==> config.mk <==
export PLATFORM = sky130hd
export DESIGN_NAME = game_ctrl
export DESIGN_NICKNAME = d
export VERILOG_FILES = /design/src/rtl/game_pkg.sv /design/src/rtl/edge_detect.sv /design/src/rtl/game_ctrl.sv
export SDC_FILE = /design/constraint.sdc
export NUM_CORES = 1
export LEC_CHECK = 0
export ABC_CLOCK_PERIOD_IN_PS = 2500
export CELL_PAD_IN_SITES_DETAIL_PLACEMENT = 0
export CELL_PAD_IN_SITES_GLOBAL_PLACEMENT = 1
export CORE_ASPECT_RATIO = 0.7
export CORE_MARGIN = 1
export CORE_UTILIZATION = 24
export DETAILED_ROUTE_END_ITERATION = 16
export PLACE_DENSITY_LB_ADDON = 0.05
export SETUP_SLACK_MARGIN = 0.2
export SYNTH_ARGS = -nofsm -noshare
export SYNTH_HDL_FRONTEND = slang
export SYNTH_SLANG_ARGS = --single-unit
==> constraint.sdc <==
create_clock -name clk -period 2.5 [get_ports clk]
set_input_delay 0.75 -clock clk [delete_from_list [all_inputs] [get_ports clk]]
set_output_delay 0.75 -clock clk [all_outputs]
set_load 0.05 [all_outputs]
==> src/rtl/game_pkg.sv <==
// Shared definitions for the copter cave game sequencer: FSM state encoding,
// screen geometry and score width.
package game_pkg;

    // Screen geometry in pixels.
    localparam int SCREEN_H = 480;
    localparam int SCREEN_W = 640;

    // Width of the score and hiscore counters.
    localparam int SCORE_W = 16;

    // Sequencer states, kept as plain 2-bit constants so older blocks that
    // compare against raw codes keep working.
    typedef logic [1:0] state_t;

    localparam state_t IDLE  = 2'd0;
    localparam state_t PLAY  = 2'd1;
    localparam state_t CRASH = 2'd2;
    localparam state_t OVER  = 2'd3;

    // Score increment that sticks at all-ones instead of wrapping.
    function automatic logic [SCORE_W-1:0] sat_inc(input logic [SCORE_W-1:0] value);
        if (value == {SCORE_W{1'b1}}) begin
            return value;
        end
        return value + 1'b1;
    endfunction

endpackage : game_pkg

==> src/rtl/edge_detect.sv <==
// Registered 1-bit rising-edge detector. rise is high for one cycle, one
// clock after the input is first sampled high following a low sample.
// Suitable for any already-synchronised button or level input.
module edge_detect (
    input  logic clk,
    input  logic reset,
    input  logic d,
    output logic rise
);

    logic d_prev;

    // Remember the previous sample and register the low-to-high transition.
    // NOTE: sequential state uses non-blocking assignments so every register
    // samples the pre-edge values regardless of statement order.
    always_ff @(posedge clk or negedge reset) begin
        if (!reset) begin
            d_prev <= 1'b0;
            rise   <= 1'b0;
        end else begin
            d_prev <= d;
            rise   <= d & ~d_prev;
        end
    end

endmodule : edge_detect

==> src/rtl/game_ctrl.sv <==
// Top-level game sequencer for the copter cave game.
// Arms the boundary generator, checks the copter against the cave walls once
// per frame, runs the crash-flash sequence and keeps the running score.
// Optional feature macro: GAME_CTRL_HISCORE_EN enables the best-score register;
// without it hiscore is tied to zero.
module game_ctrl
    import game_pkg::*;
#(
    parameter int GAP          = 300,
    parameter int COPTER_H     = 16,
    parameter int CRASH_FRAMES = 30
) (
    input  logic               clk,
    input  logic               reset,
    input  logic               btn,
    input  logic               frame_tick,
    input  logic [8:0]         copter_y,
    input  logic [8:0]         wall_top,
    output logic               start,
    output logic               gameover,
    output logic               restart,
    output logic               crash_flash,
    output logic [SCORE_W-1:0] score,
    output logic [SCORE_W-1:0] hiscore
);

    localparam int CNT_W = $clog2(CRASH_FRAMES + 1);

    localparam logic [CNT_W-1:0] CNT_LAST = CNT_W'(CRASH_FRAMES);
    localparam logic [9:0]       GAP_10   = 10'(GAP);
    localparam logic [9:0]       HEIGHT_10 = 10'(COPTER_H);
    localparam logic [9:0]       ROW_MAX  = 10'(SCREEN_H - 1);

    state_t           state;
    logic [CNT_W-1:0] crash_cnt;
    logic             btn_rise;

    logic [9:0] bot;
    logic [9:0] floor_row;
    logic       hit;

    // Registered rising edge of the player button.
    edge_detect u_btn_edge (
        .clk   (clk),
        .reset (reset),
        .d     (btn),
        .rise  (btn_rise)
    );

    // Collision test in 10 bits so the sums cannot wrap: above the top wall,
    // below the bottom wall, or past the last visible row. Touching either
    // wall exactly is still inside the gap.
    always_comb begin
        bot       = {1'b0, copter_y} + HEIGHT_10;
        floor_row = {1'b0, wall_top} + GAP_10;
        hit       = (copter_y < wall_top) | (bot > floor_row) | (bot > ROW_MAX);
    end

    // Game sequencer: state, pulses, gameover, crash flash and score.
    always_ff @(posedge clk or negedge reset) begin
        if (!reset) begin
            state       <= IDLE;
            crash_cnt   <= '0;
            start       <= 1'b0;
            restart     <= 1'b0;
            gameover    <= 1'b0;
            crash_flash <= 1'b0;
            score       <= '0;
        end else begin
            // Pulse outputs drop back to zero unless set below this cycle.
            start   <= 1'b0;
            restart <= 1'b0;

            case (state)
                IDLE: begin
                    if (btn_rise) begin
                        start <= 1'b1;
                        score <= '0;
                        state <= PLAY;
                    end
                end

                PLAY: begin
                    if (frame_tick) begin
                        if (hit) begin
                            gameover  <= 1'b1;
                            crash_cnt <= '0;
                            state     <= CRASH;
                        end else begin
                            score <= sat_inc(score);
                        end
                    end
                end

                CRASH: begin
                    // The count is checked one cycle after the last tick, so
                    // the final flash phase is visible before leaving.
                    if (crash_cnt == CNT_LAST) begin
                        crash_flash <= 1'b0;
                        state       <= OVER;
                    end else if (frame_tick) begin
                        crash_flash <= ~crash_flash;
                        crash_cnt   <= crash_cnt + 1'b1;
                    end
                end

                OVER: begin
                    if (btn_rise) begin
                        restart  <= 1'b1;
                        gameover <= 1'b0;
                        state    <= IDLE;
                    end
                end

                default: begin
                    state <= IDLE;
                end
            endcase
        end
    end

`ifdef GAME_CTRL_HISCORE_EN
    // Best score so far, captured as a finished game is acknowledged.
    always_ff @(posedge clk or negedge reset) begin
        if (!reset) begin
            hiscore <= '0;
        end else if (state == OVER && btn_rise && score > hiscore) begin
            hiscore <= score;
        end
    end
`else
    // Best-score tracking not built.
    assign hiscore = '0;
`endif

endmodule : game_ctrl

== Yosys cells after proc, flatten, opt, wreduce, memory -nomap -nowiden ==
Index checks and enable logic that the tools add are counted.
Operators by class
  $add $sub $neg: 4
  multiply operators: 0
  divide/modulo/power cells: 0
  $lt $le $gt $ge: 3
  equal/unequal tests: 14
  shifts and indexed selects: 0
  multiplexer cells: 29
  bitwise logic cells: 5
  reduce and logical (&&, ||, !) cells: 10
Operators with widths (number)
  $mux 16: 4
  $pmux 16 s2: 1
  $mux 5: 4
  $add 16x1->16 const B: 1
  $eq 16x16->1 const B: 1
  $reduce_and 5->1: 3
  $mux 1: 12
  $ne 2x2->1 const B: 6
  $add 9x5->10 const B: 1
  $add 9x9->10 const B: 1
  $gt 10x10->1: 1
  $gt 10x9->1 const B: 1
  $mux 2: 5
  $pmux 5 s2: 1
  $lt 9x9->1: 1
  $pmux 2 s4: 1
  $reduce_bool 2->1: 4
  $add 5x1->5 const B: 1
  $eq 5x5->1 const B: 1
  $eq 2x2->1 const B: 2
  $ne 2x1->1 const B: 2
  $reduce_and 4->1: 1
  $ne 3x3->1 const B: 1
  $eq 2x1->1 const B: 1
  other kinds (6): 8
Storage, ports and cells
  bits in registers: 29
  bits in latches: 0
  bits in writable memories: 0
  ROM bits: 0
  input port bits: 22
  output and inout bits: 36
  word-level logic and storage cells: 74
  memories: 0

== Longest topological paths before layout ==
Gate-level depths: netlist of the first run.
  depth after elaboration: 11
  depth in mapped cells: 14

== Cells and area by module ==
A second synthesis of the first run with hierarchy kept.
Second synthesis, totals
  cell total of the unflattened synthesis: 274
  area total of the unflattened synthesis: 2403.6 µm²
By module, submodules not included
  game_ctrl: instances 1, cells each 271, area an instance 2339.7 µm², sequential area each 675.6 µm²
  edge_detect: instances 1, cells each 3, area an instance 63.8 µm², sequential area each 50.0 µm²

== Least setup slack after synthesis of the first run ==
OpenSTA, ideal clock, no wires.
  path type: in2reg
  start: input wall_top[2]
  end: register crash_cnt[4]
  setup time: 0.069 ns
  arrival time: 3.367 ns
  data required time: 2.431 ns
  slack: -0.936 ns
  cell stages on the path: 13
  path buffers: 0
  cells stage by stage: inv_1 ha_1 o21a_1 or3_1 xnor2_1 ha_1 nand2_1 o21a_1 a21o_1 a31oi_2 o311ai_2 or4b_1 nand3_1
Between the ends
  cells in the longest elaborated chain, start to end: 6
Ends and longest elaborated chain
  start, declared: RTL line game_ctrl.sv:18  | input logic [8:0] wall_top,
  $add 9x9->10: RTL line game_ctrl.sv:55  | floor_row = {1'b0, wall_top} + GAP_10;
  $gt 10x10->1: RTL line game_ctrl.sv:56  | hit = (copter_y < wall_top) | (bot > floor_row) | (bot > ROW_MAX);
  $or 1x1->1 (*) (2 in a row): RTL line game_ctrl.sv:56
  $ne 2x2->1 (no source line) (*)
  $reduce_and 5->1 (no source line) (*)
  end signal, assigned: RTL line game_ctrl.sv:103  | crash_cnt <= crash_cnt + 1'b1;
  end, declared: RTL line game_ctrl.sv:35  | logic [CNT_W-1:0] crash_cnt;
Every way passes the cells marked *; elsewhere a longest branch is shown, timed or not.
A chain may end at the register's enable or synchronous reset.

== Final worst setup path of the first run ==
  start: input wall_top[2]
  end: register score[2]
Between the ends
  cells in the longest elaborated chain, start to end: 6
Ends and longest elaborated chain
  $add 9x9->10: RTL line game_ctrl.sv:55
  $gt 10x10->1: RTL line game_ctrl.sv:56
  $or 1x1->1 (*) (2 in a row): RTL line game_ctrl.sv:56
  $ne 2x2->1 (no source line) (*)
  $reduce_and 5->1 (no source line) (*)
  end signal, assigned: RTL line game_ctrl.sv:90  | score <= sat_inc(score);
  end, declared: RTL line game_ctrl.sv:23  | output logic [SCORE_W-1:0] score,
Marks and branches as above.

==> results of run 1 <==
metrics by stage:
| step | util, % | total power, µW | setup slack (ps) |
|---|---|---|---|
| 6_report | 37.7 | 2910 | -716 |
| 3_5_place_dp | 34.6 | 2260 | -1550 |
| 2_1_floorplan | - | 1660 | -804 |
| 3_3_place_gp | 34.6 | 2260 | -1530 |
| 5_1_grt | 37.7 | 3130 | -831 |
| 4_1_cts | 36.5 | 2880 | -767 |
cells in the mapped netlist, types with 4 or more instances:
cell type,count,area share (%)
a21o_1,4,1.2
a21oi_1,15,3.1
a22oi_1,5,1.5
and3_1,6,1.5
buf_4,17,5.2
clkbuf_1,7,1.1
dfrtp_1,29,30
ha_1,27,14
inv_1,20,3.1
mux2i_1,5,2.0
nand2_1,36,5.5
nand3_1,19,3.9
nand4_1,4,1.0
nor2_1,19,2.9
nor3_1,9,1.8
o211ai_1,4,1.2
o21ai_0,17,3.5
xnor2_1,5,1.8
worst max-delay path, stage by stage:
cell and delay [ps]:
buf_12 90, inv_12 30, ha_4 140, o21a_1 180, or3_1 360, xnor2_1 140
ha_1 290, nand2_1 50, o21a_1 200, a21o_1 180, a31oi_4 290, nor3b_4 80
buf_12 150, a32o_1 210, a31o_2 210
where the power goes:
group          switching [µW]  internal [µW]
combinational             974            628
clock                     222            391
sequential                121            580
what timing repair did:
action                                  CTS  global route
buffers inserted                          1             2
gates resized for setup                  43            31
endpoints found under the setup margin   33            28
cloned                                    0             0
pin swaps                                14            11
worst min-delay path by stage:
stage	to	slack, ps	startpoint	depth (start not counted)
2_1_floorplan	u_btn_edge.rise	380	u_btn_edge.d_prev	1
3_3_place_gp	u_btn_edge.rise	380	u_btn_edge.d_prev	1
3_5_place_dp	u_btn_edge.rise	380	u_btn_edge.d_prev	1
4_1_cts	u_btn_edge.rise	390	u_btn_edge.d_prev	1
5_1_grt	u_btn_edge.rise	400	u_btn_edge.d_prev	1
6_report	u_btn_edge.rise	390	u_btn_edge.d_prev	1
layout make-up:
cell class	count	share of cell area, %
clock buffers	7	3.86
inverters	20	2.58
repair buffers	93	23.5
well taps	128	4.34
flip-flops and latches	29	19.7
multi-input cells	238	46.1
sequential cells by signal, summed over array words and instances (netlist names):
signal / cells
crash_cnt: 5
crash_flash: 1
gameover: 1
restart: 1
score: 16
start: 1
state: 2
u_btn_edge.d_prev: 1
u_btn_edge.rise: 1
layer usage:
layer  global-route usage [%]  vias to the layer above  share of wire [%]
met4                     2.99                        0               0.89
li1                         -                     1205                  -
met1                     22.7                     1110                 55
met3                     4.01                       11                4.1
met2                     19.7                       49                 40
met5                        0                        -                  0
kinds of logic (layout without fill, tap and decap cells):
group | Yosys count | after routing
AOI/OAI and AO/OA | 66 | 66
xor gates and xnor gates | 8 | 8
adders and majority gates | 27 | 27
buffers and inverters | 44 | 120
DFF | 29 | 29
muxes | 6 | 6
other | 1 | 16
and+or+nand+nor | 115 | 115
==> out/results.txt, run 1 <==
Filler Cells Inserted -> 999
Slew of the pin with the lowest slew margin -> 529 ps
Final WS setup -> -716 ps
WL per Instance -> 14.2 µm
Critical Path RT -> 2670 ps
Routed wire length -> 7290 µm
Iter 0 DRT Violations -> 99
Htree depth -> 2
Post-synthesis adder-cell area fraction -> 13.8%
Synth cell types -> 50
Mapped Avg Cell Area -> 8.28 µm²
Setup Skew -> 7.76 ps
Worst setup path start -> wall_top[2]
Failing checks -> setup timing
Post-synthesis xor/xnor area fraction -> 2.86%
Max-slew violation count -> 0
Peak VDD IR -> 0.347 mV
Crit start category -> primary input
Synth Area in Simple Gates -> 23.6%
Vias -> 2375
Register bit count reported by yosys -> 29
Residual DRC -> 0
CP Capture Point -> score[2]
Number of port buffers -> 41
CP endpoint kind -> register
Synth Area in Compound Gates -> 18.1%
DRT Pass-1 Iters -> 4
Die Ht -> 86.5 µm
Antenna Cells -> 0
DP HPWL -> 5490 µm
Layout cells sized above 1 -> 24.8%
Max Fclk -> 0.311 GHz
First-pass GRT wire length -> 11900 µm
Row cnt -> 30
Clk Latency, worst-skew pair -> 280 ps
Num CTS Buffers -> 5
R2r setup slk -> 190 ps
Worst path arrival time -> 3380 ps
Final-report setup violation count -> 24
Post-synth EDFFs -> 0
Worst R2R Path Depth -> 8
Synthesized cell area -> 2450 µm²
Clock Sinks -> 29
Final RePlAce weighted congestion -> 0.759
Hold Path Class -> register to register
Initial antenna violation count -> 0
FFs w/ async S/R, synth -> 100%
Commonest non-fill, non-tap cells in the layout -> buf_4, nand2_1, dfrtp_1
CTS tree -> built
Ys Warns -> 0
Total congestion overflow -> 0
Number of global-route vias before repair -> 2256
Clock Path Buffers -> 2
Sequential cell area -> 726 µm²
Area Overhead vs Synth -> 50.7%
Vias per cell -> 4.61
Antenna Nets Post-Route -> 0
Pin count of the biggest net entering global routing -> 30
Placed Cells -> 505
Pwr per Cell Area -> 789 nW/µm²
Hold_buf cts -> 0
Core Area -> 9800 µm²
CP Class -> primary input to register
Hold slack -> 390 ps
Reg-to-reg critical path endpoint -> score[14]
Starting Density -> 25.0%
Setup TNS -> -14550 ps
Mux contribution to synthesized area -> 2.50%
Synth Flop Type -> dfrtp_1
Number of max-cap violations -> 0
Final Cell Area -> 3690 µm²
Worst r2r src -> score[0]
Root buf cell -> clkbuf_16
Die X -> 123 µm
Synth Instances -> 296
Die ar. -> 10600 µm²
Combinational family with the most area after synthesis -> simple AND/OR/NAND/NOR gates
Worst-path clk slew -> 50 ps
Area of the multi-input gates -> 1700 µm²
Final hold viol count -> 0
Max Fanout on Critical Path -> 12
Status -> finished with violations
Gr usage total -> 14.7%
Commonest non-fill, non-tap cell in the layout -> buf_4
# IOs -> 58
Sequential-to-total area share from yosys stat -> 29.6%
Placed inst area -> 3390 µm²
Rel. slew slack -> 64.6%
Crit share post-route -> 129%
RSZ-0062 raised after global routing -> true
Crit path time final -> 3220 ps
Final Net Count -> 436
Final Non-Filler Cells -> 515
Leak Pwr -> 0.00181 µW
Power figures use the tool's default switching activity.
==> run 2: changes to the inputs <==
--- a/config.mk
+++ b/config.mk
@@ -10,7 +10,7 @@
 export CELL_PAD_IN_SITES_GLOBAL_PLACEMENT = 1
 export CORE_ASPECT_RATIO = 0.7
 export CORE_MARGIN = 1
-export CORE_UTILIZATION = 24
+export CORE_UTILIZATION = 37
 export DETAILED_ROUTE_END_ITERATION = 16
 export PLACE_DENSITY_LB_ADDON = 0.05
 export SETUP_SLACK_MARGIN = 0.2
==> out/results.txt, run 2 (same netlist as run 1, synthesis figures left out) <==
Status -> finished with violations
Failing checks -> setup timing
Hold slack -> 391 ps (+1.12 ps)
Number of global-route vias before repair -> 2208 (-2.1%)
Max Fanout on Critical Path -> 5 (-7)
DP HPWL -> 4770 µm (-13%)
Clk Latency, worst-skew pair -> 270 ps (about the same)
Routed wire length -> 6580 µm (-9.8%)
Pin count of the biggest net entering global routing -> 30 (unchanged)
Final Non-Filler Cells -> 464 (-9.9%)
Clock Sinks -> 29 (unchanged)
Placed Cells -> 447 (-11%)
Number of port buffers -> 41 (unchanged)
Root buf cell -> clkbuf_8
Worst path arrival time -> 3430 ps (+50 ps)
Rel. slew slack -> 66.3% (+1.7 points)
Final RePlAce weighted congestion -> 0.786 (+3.6%)
CTS tree -> built
Pwr per Cell Area -> 770 nW/µm² (-2.5%)
Htree depth -> 2 (unchanged)
Hold Path Class -> register to register
Final hold viol count -> 0 (unchanged)
WL per Instance -> 14.2 µm (+0.16%)
Die ar. -> 6960 µm² (-35%)
Area Overhead vs Synth -> 45.4%
Leak Pwr -> 0.00179 µW (-0.63%)
First-pass GRT wire length -> 10800 µm (-9.5%)
Die X -> 99.3 µm (-19%)
Crit share post-route -> 130% (+1.5 points)
# IOs -> 58 (unchanged)
Slew of the pin with the lowest slew margin -> 505 ps (-23.9 ps)
CP endpoint kind -> register
Die Ht -> 70.1 µm (-19%)
Hold_buf cts -> 0 (unchanged)
Setup WS pre-CTS -> -1580 ps (-25.7 ps)
Peak VDD IR -> 0.400 mV (+15%)
Flip-flop count of the largest register after layout -> 16 (unchanged)
Clock Path Buffers -> 2 (unchanged)
Max Fclk -> 0.307 GHz (-1.2%)
Setup Skew -> 6.35 ps (-1.41 ps)
Final-report setup violation count -> 24 (unchanged)
Gr usage total -> 19.6% (+5.0 points)
RSZ-0062 raised after global routing -> true
Crit start category -> primary input
Number of max-cap violations -> 0 (unchanged)
CP Class -> primary input to register
Final WS setup -> -754 ps (-37.6 ps)
Largest registers -> score x16, crash_cnt x5, state x2
Iter 0 DRT Violations -> 74 (-25%)
Final Net Count -> 435 (-0.23%)
Critical Path RT -> 2680 ps (about the same)
Worst-path clk slew -> 60 ps (about the same)
Commonest non-fill, non-tap cells in the layout -> buf_4, nand2_1, dfrtp_1
Total congestion overflow -> 0 (unchanged)
Max-slew violation count -> 0 (unchanged)
Starting Density -> 38.8% (+14 points)
Core Area -> 6310 µm² (-36%)
Most flop-heavy register -> score
DRT Pass-1 Iters -> 4 (unchanged)
Antenna Cells -> 0 (unchanged)
Num CTS Buffers -> 5 (unchanged)
Commonest non-fill, non-tap cell in the layout -> buf_4
Vias -> 2396 (+0.88%)
Antenna Nets Post-Route -> 0 (unchanged)
Initial antenna violation count -> 0 (unchanged)
Vias per cell -> 5.16 (+12%)
Residual DRC -> 0 (unchanged)
Row cnt -> 24 (-20%)
Layout cells sized above 1 -> 24.9% (+0.064 points)
Crit path time final -> 3250 ps (+37.6 ps)
-- run 2: metrics by stage --
stage | total power (µW) | util (%) | cell area, µm² | TNS (ps)
floorplan | 1660 | - | 2590 | -13510
global placement | 2160 | 51.7 | 3260 | -32520
detailed placement | 2170 | 51.7 | 3260 | -33900
CTS | 2680 | 54.9 | 3460 | -15630
global route | 2930 | 56.5 | 3560 | -17610
finish | 2740 | 56.5 | 3560 | -15200
-- run 2: where the power goes --
group / total [µW] / switching [µW] / internal [µW]
registers: 710 / 131 / 579
logic: 1640 / 987 / 654
clock network: 389 / 171 / 218
-- run 2: worst paths after layout --
kind | from | to | slack [ps] | cells after the start
worst max-delay path | wall_top[2] | state[0] | -750 | 16
max in group asynchronous | reset | score[0] | 1310 | 2
worst max register to register | score[0] | score[14] | 170 | 8
worst min-delay path | u_btn_edge.d_prev | u_btn_edge.rise | 390 | 1
worst min register to register | u_btn_edge.d_prev | u_btn_edge.rise | 390 | 1
min in group asynchronous | reset | crash_cnt[3] | 880 | 2
-- run 2: timing repair --
action                                  CTS  global route
endpoints found under the setup margin   33            29
resized for setup                        54            24
pin swaps                                17            16
cloned                                    0             0
setup buffers                             9             1
-- run 2: per-layer routing --
metal,global-route usage [%],share of wire (%)
met1,27.7,50
met2,30.9,45
met3,4.90,4.4
met4,2.94,0.56
met5,0,0
-- run 2: area by class of cell --
type / instances / area [µm²]
clock buffers: 7 / 86.3
fillers: 587 / 2750
inverters: 20 / 95.1
multi-input cells: 238 / 1710
flip-flops and latches: 29 / 726
well taps: 78 / 97.6
repair buffers: 92 / 842
-- run 2: critical path, cell delays in order --
cell,delay (ps)
buf_12,90
inv_12,30
ha_4,140
o21a_1,180
or3_4,380
xnor2_2,140
ha_1,280
nand2_1,50
o21a_1,170
a21o_1,200
a31oi_4,280
or2_4,180
o211ai_1,120
buf_4,170
buf_6,110
a32oi_2,160
==> run 3: changes to the inputs <==
--- a/config.mk
+++ b/config.mk
@@ -12,6 +12,7 @@
 export CORE_MARGIN = 1
 export CORE_UTILIZATION = 37
 export DETAILED_ROUTE_END_ITERATION = 16
+export MAX_ROUTING_LAYER = met4
 export PLACE_DENSITY_LB_ADDON = 0.05
 export SETUP_SLACK_MARGIN = 0.2
 export SYNTH_ARGS = -nofsm -noshare
==> out/results.txt, run 3 (same netlist as run 1, synthesis figures left out) <==
WL per Instance -> 14.2 µm (+0.38%)
Antenna Cells -> 0 (unchanged)
M1 GR Usage -> 27.5% (-0.12 points)
Iter 0 DRT Violations -> 63 (-15%)
Hold Path Class -> register to register
Antenna Nets Post-Route -> 0 (unchanged)
Routed wire length -> 6620 µm (+0.59%)
Pin count of the biggest net entering global routing -> 30 (unchanged)
Clock Path Buffers -> 2 (unchanged)
Rel. slew slack -> 66.3% (unchanged)
Final RePlAce weighted congestion -> 0.797 (+1.4%)
Number of port buffers -> 41 (unchanged)
Max-slew violation count -> 0 (unchanged)
Vias per cell -> 5.10 (-1.3%)
Area of the multi-input gates -> 1720 µm² (+0.37%)
Crit start category -> primary input
Commonest non-fill, non-tap cell in the layout -> buf_4
Die X -> 99.3 µm (unchanged)
Failing checks -> setup timing
Setup Skew -> 7.44 ps (+1.09 ps)
Flip-flop count of the largest register after layout -> 16 (unchanged)
Largest registers -> score x16, crash_cnt x5, state x2
Total congestion overflow -> 0 (unchanged)
Num CTS Buffers -> 5 (unchanged)
RSZ-0062 raised after global routing -> true
Max Fanout on Critical Path -> 5 (unchanged)
Hold_buf cts -> 0 (unchanged)
Final-report setup violation count -> 24 (unchanged)
Htree depth -> 2 (unchanged)
Worst path arrival time -> 3440 ps (about the same)
Most Crowded Layer GR -> met2
DRT Pass-1 Iters -> 4 (unchanged)
Worst-path clk slew -> 60 ps (about the same)
Setup WS pre-CTS -> -1580 ps (unchanged)
Met3 Use GR -> 4.90% (unchanged)
Number of max-cap violations -> 0 (unchanged)
Fin util -> 56.7% (+0.22 points)
Gr usage total -> 20.1% (+0.50 points)
Residual DRC -> 0 (unchanged)
M2 GR Usage -> 30.9% (-0.077 points)
Clock Sinks -> 29 (unchanged)
Clk Latency, worst-skew pair -> 270 ps (about the same)
Max Fclk -> 0.306 GHz (-0.34%)
Commonest non-fill, non-tap cells in the layout -> buf_4, nand2_1, dfrtp_1
First-pass GRT wire length -> 10800 µm (-0.25%)
Root buf cell -> clkbuf_8
Area Overhead vs Synth -> 45.9%
Pwr per Cell Area -> 768 nW/µm² (-0.16%)
Leak Pwr -> 0.00180 µW (+0.28%)
Initial antenna violation count -> 0 (unchanged)
Filler Cells Inserted -> 585 (-0.34%)
Core Area -> 6310 µm² (unchanged)
Final Net Count -> 436 (+0.23%)
CP Class -> primary input to register
Crit path time final -> 3270 ps (+11.3 ps)
CP endpoint kind -> register
Die ar. -> 6960 µm² (unchanged)
Final hold viol count -> 0 (unchanged)
Peak VDD IR -> 0.399 mV (about the same)
Vias -> 2371 (-1.0%)
# IOs -> 58 (unchanged)
Number of global-route vias before repair -> 2200 (-0.36%)
Final Non-Filler Cells -> 465 (+0.22%)
Critical Path RT -> 2680 ps (about the same)
Layout cells sized above 1 -> 25.3% (+0.45 points)
DP HPWL -> 4770 µm (unchanged)
Die Ht -> 70.1 µm (unchanged)
Final WS setup -> -765 ps (-11.3 ps)
Starting Density -> 38.8% (unchanged)
Row cnt -> 24 (unchanged)
Tot Pwr -> 2750 µW (+0.22%)
Sequential cell area -> 726 µm² (unchanged)
CTS tree -> built
Worst r2r src -> score[0]
Status -> finished with violations
Worst setup path start -> wall_top[2]
Critical hold path startpoint -> u_btn_edge.d_prev
Crit share post-route -> 131% (+0.45 points)
Placed Cells -> 447 (unchanged)
Most flop-heavy register -> score
Slew of the pin with the lowest slew margin -> 505 ps (-0.000238 ps)
[run 3: cell types whose count changed in the layout (fill, tap and decap cells not counted), sizes merged]
cell / previous run / this run
buf: 55 / 56
[run 3: critical path, cell delays in order]
cell,delay (ps)
buf_12,90
inv_12,30
ha_4,140
o21a_1,180
or3_4,380
xnor2_2,140
ha_1,280
nand2_1,50
o21a_1,180
a21o_1,200
a31oi_4,280
or2_4,180
o211ai_1,120
buf_4,170
buf_6,110
a32oi_2,170
[run 3: what timing repair did]
action                     in CTS  in global routing
pin swaps                      17                 16
setup endpoints to repair      33                 29
gates resized for setup        54                 25
buffers inserted                9                  2
[run 3: layer usage]
metal	part of all wire (%)	routed length [µm]
met5	0	0
met4	0.57	38
met3	4.1	269
met2	46	3020
met1	50	3290
[run 3: area by class of cell]
cell class	instances	area share (%)
clock buffers	7	2.42
flip-flops and latches	29	20.3
multi-input cells	238	48.1
repair buffers	93	23.8
well taps	78	2.73
inverters	20	2.66
[run 3: final timing paths]
check	end	slack [ps]	cells past startpoint
worst min register to register	u_btn_edge.rise	390	1
worst min-delay path	u_btn_edge.rise	390	1
max in group asynchronous	score[0]	1310	2
worst max-delay path	state[0]	-770	16
worst max register to register	score[14]	190	8
min in group asynchronous	crash_cnt[3]	880	2
[run 3: through the flow]
| stage | hold WS [ps] | area, µm² | setup TNS (ps) |
|---|---|---|---|
| floorplan | 378 | 2590 | -13510 |
| global placement | 381 | 3260 | -32520 |
| detailed placement | 382 | 3260 | -33900 |
| CTS | 391 | 3460 | -15630 |
| global route | 409 | 3570 | -17610 |
| finish | 391 | 3570 | -15310 |
[run 3: where the power goes]
part / switching [µW] / internal [µW] / total [µW]
Sequential: 131 / 579 / 710
Combinational: 990 / 658 / 1650
Clock: 170 / 218 / 388
Total: 1290 / 1460 / 2750
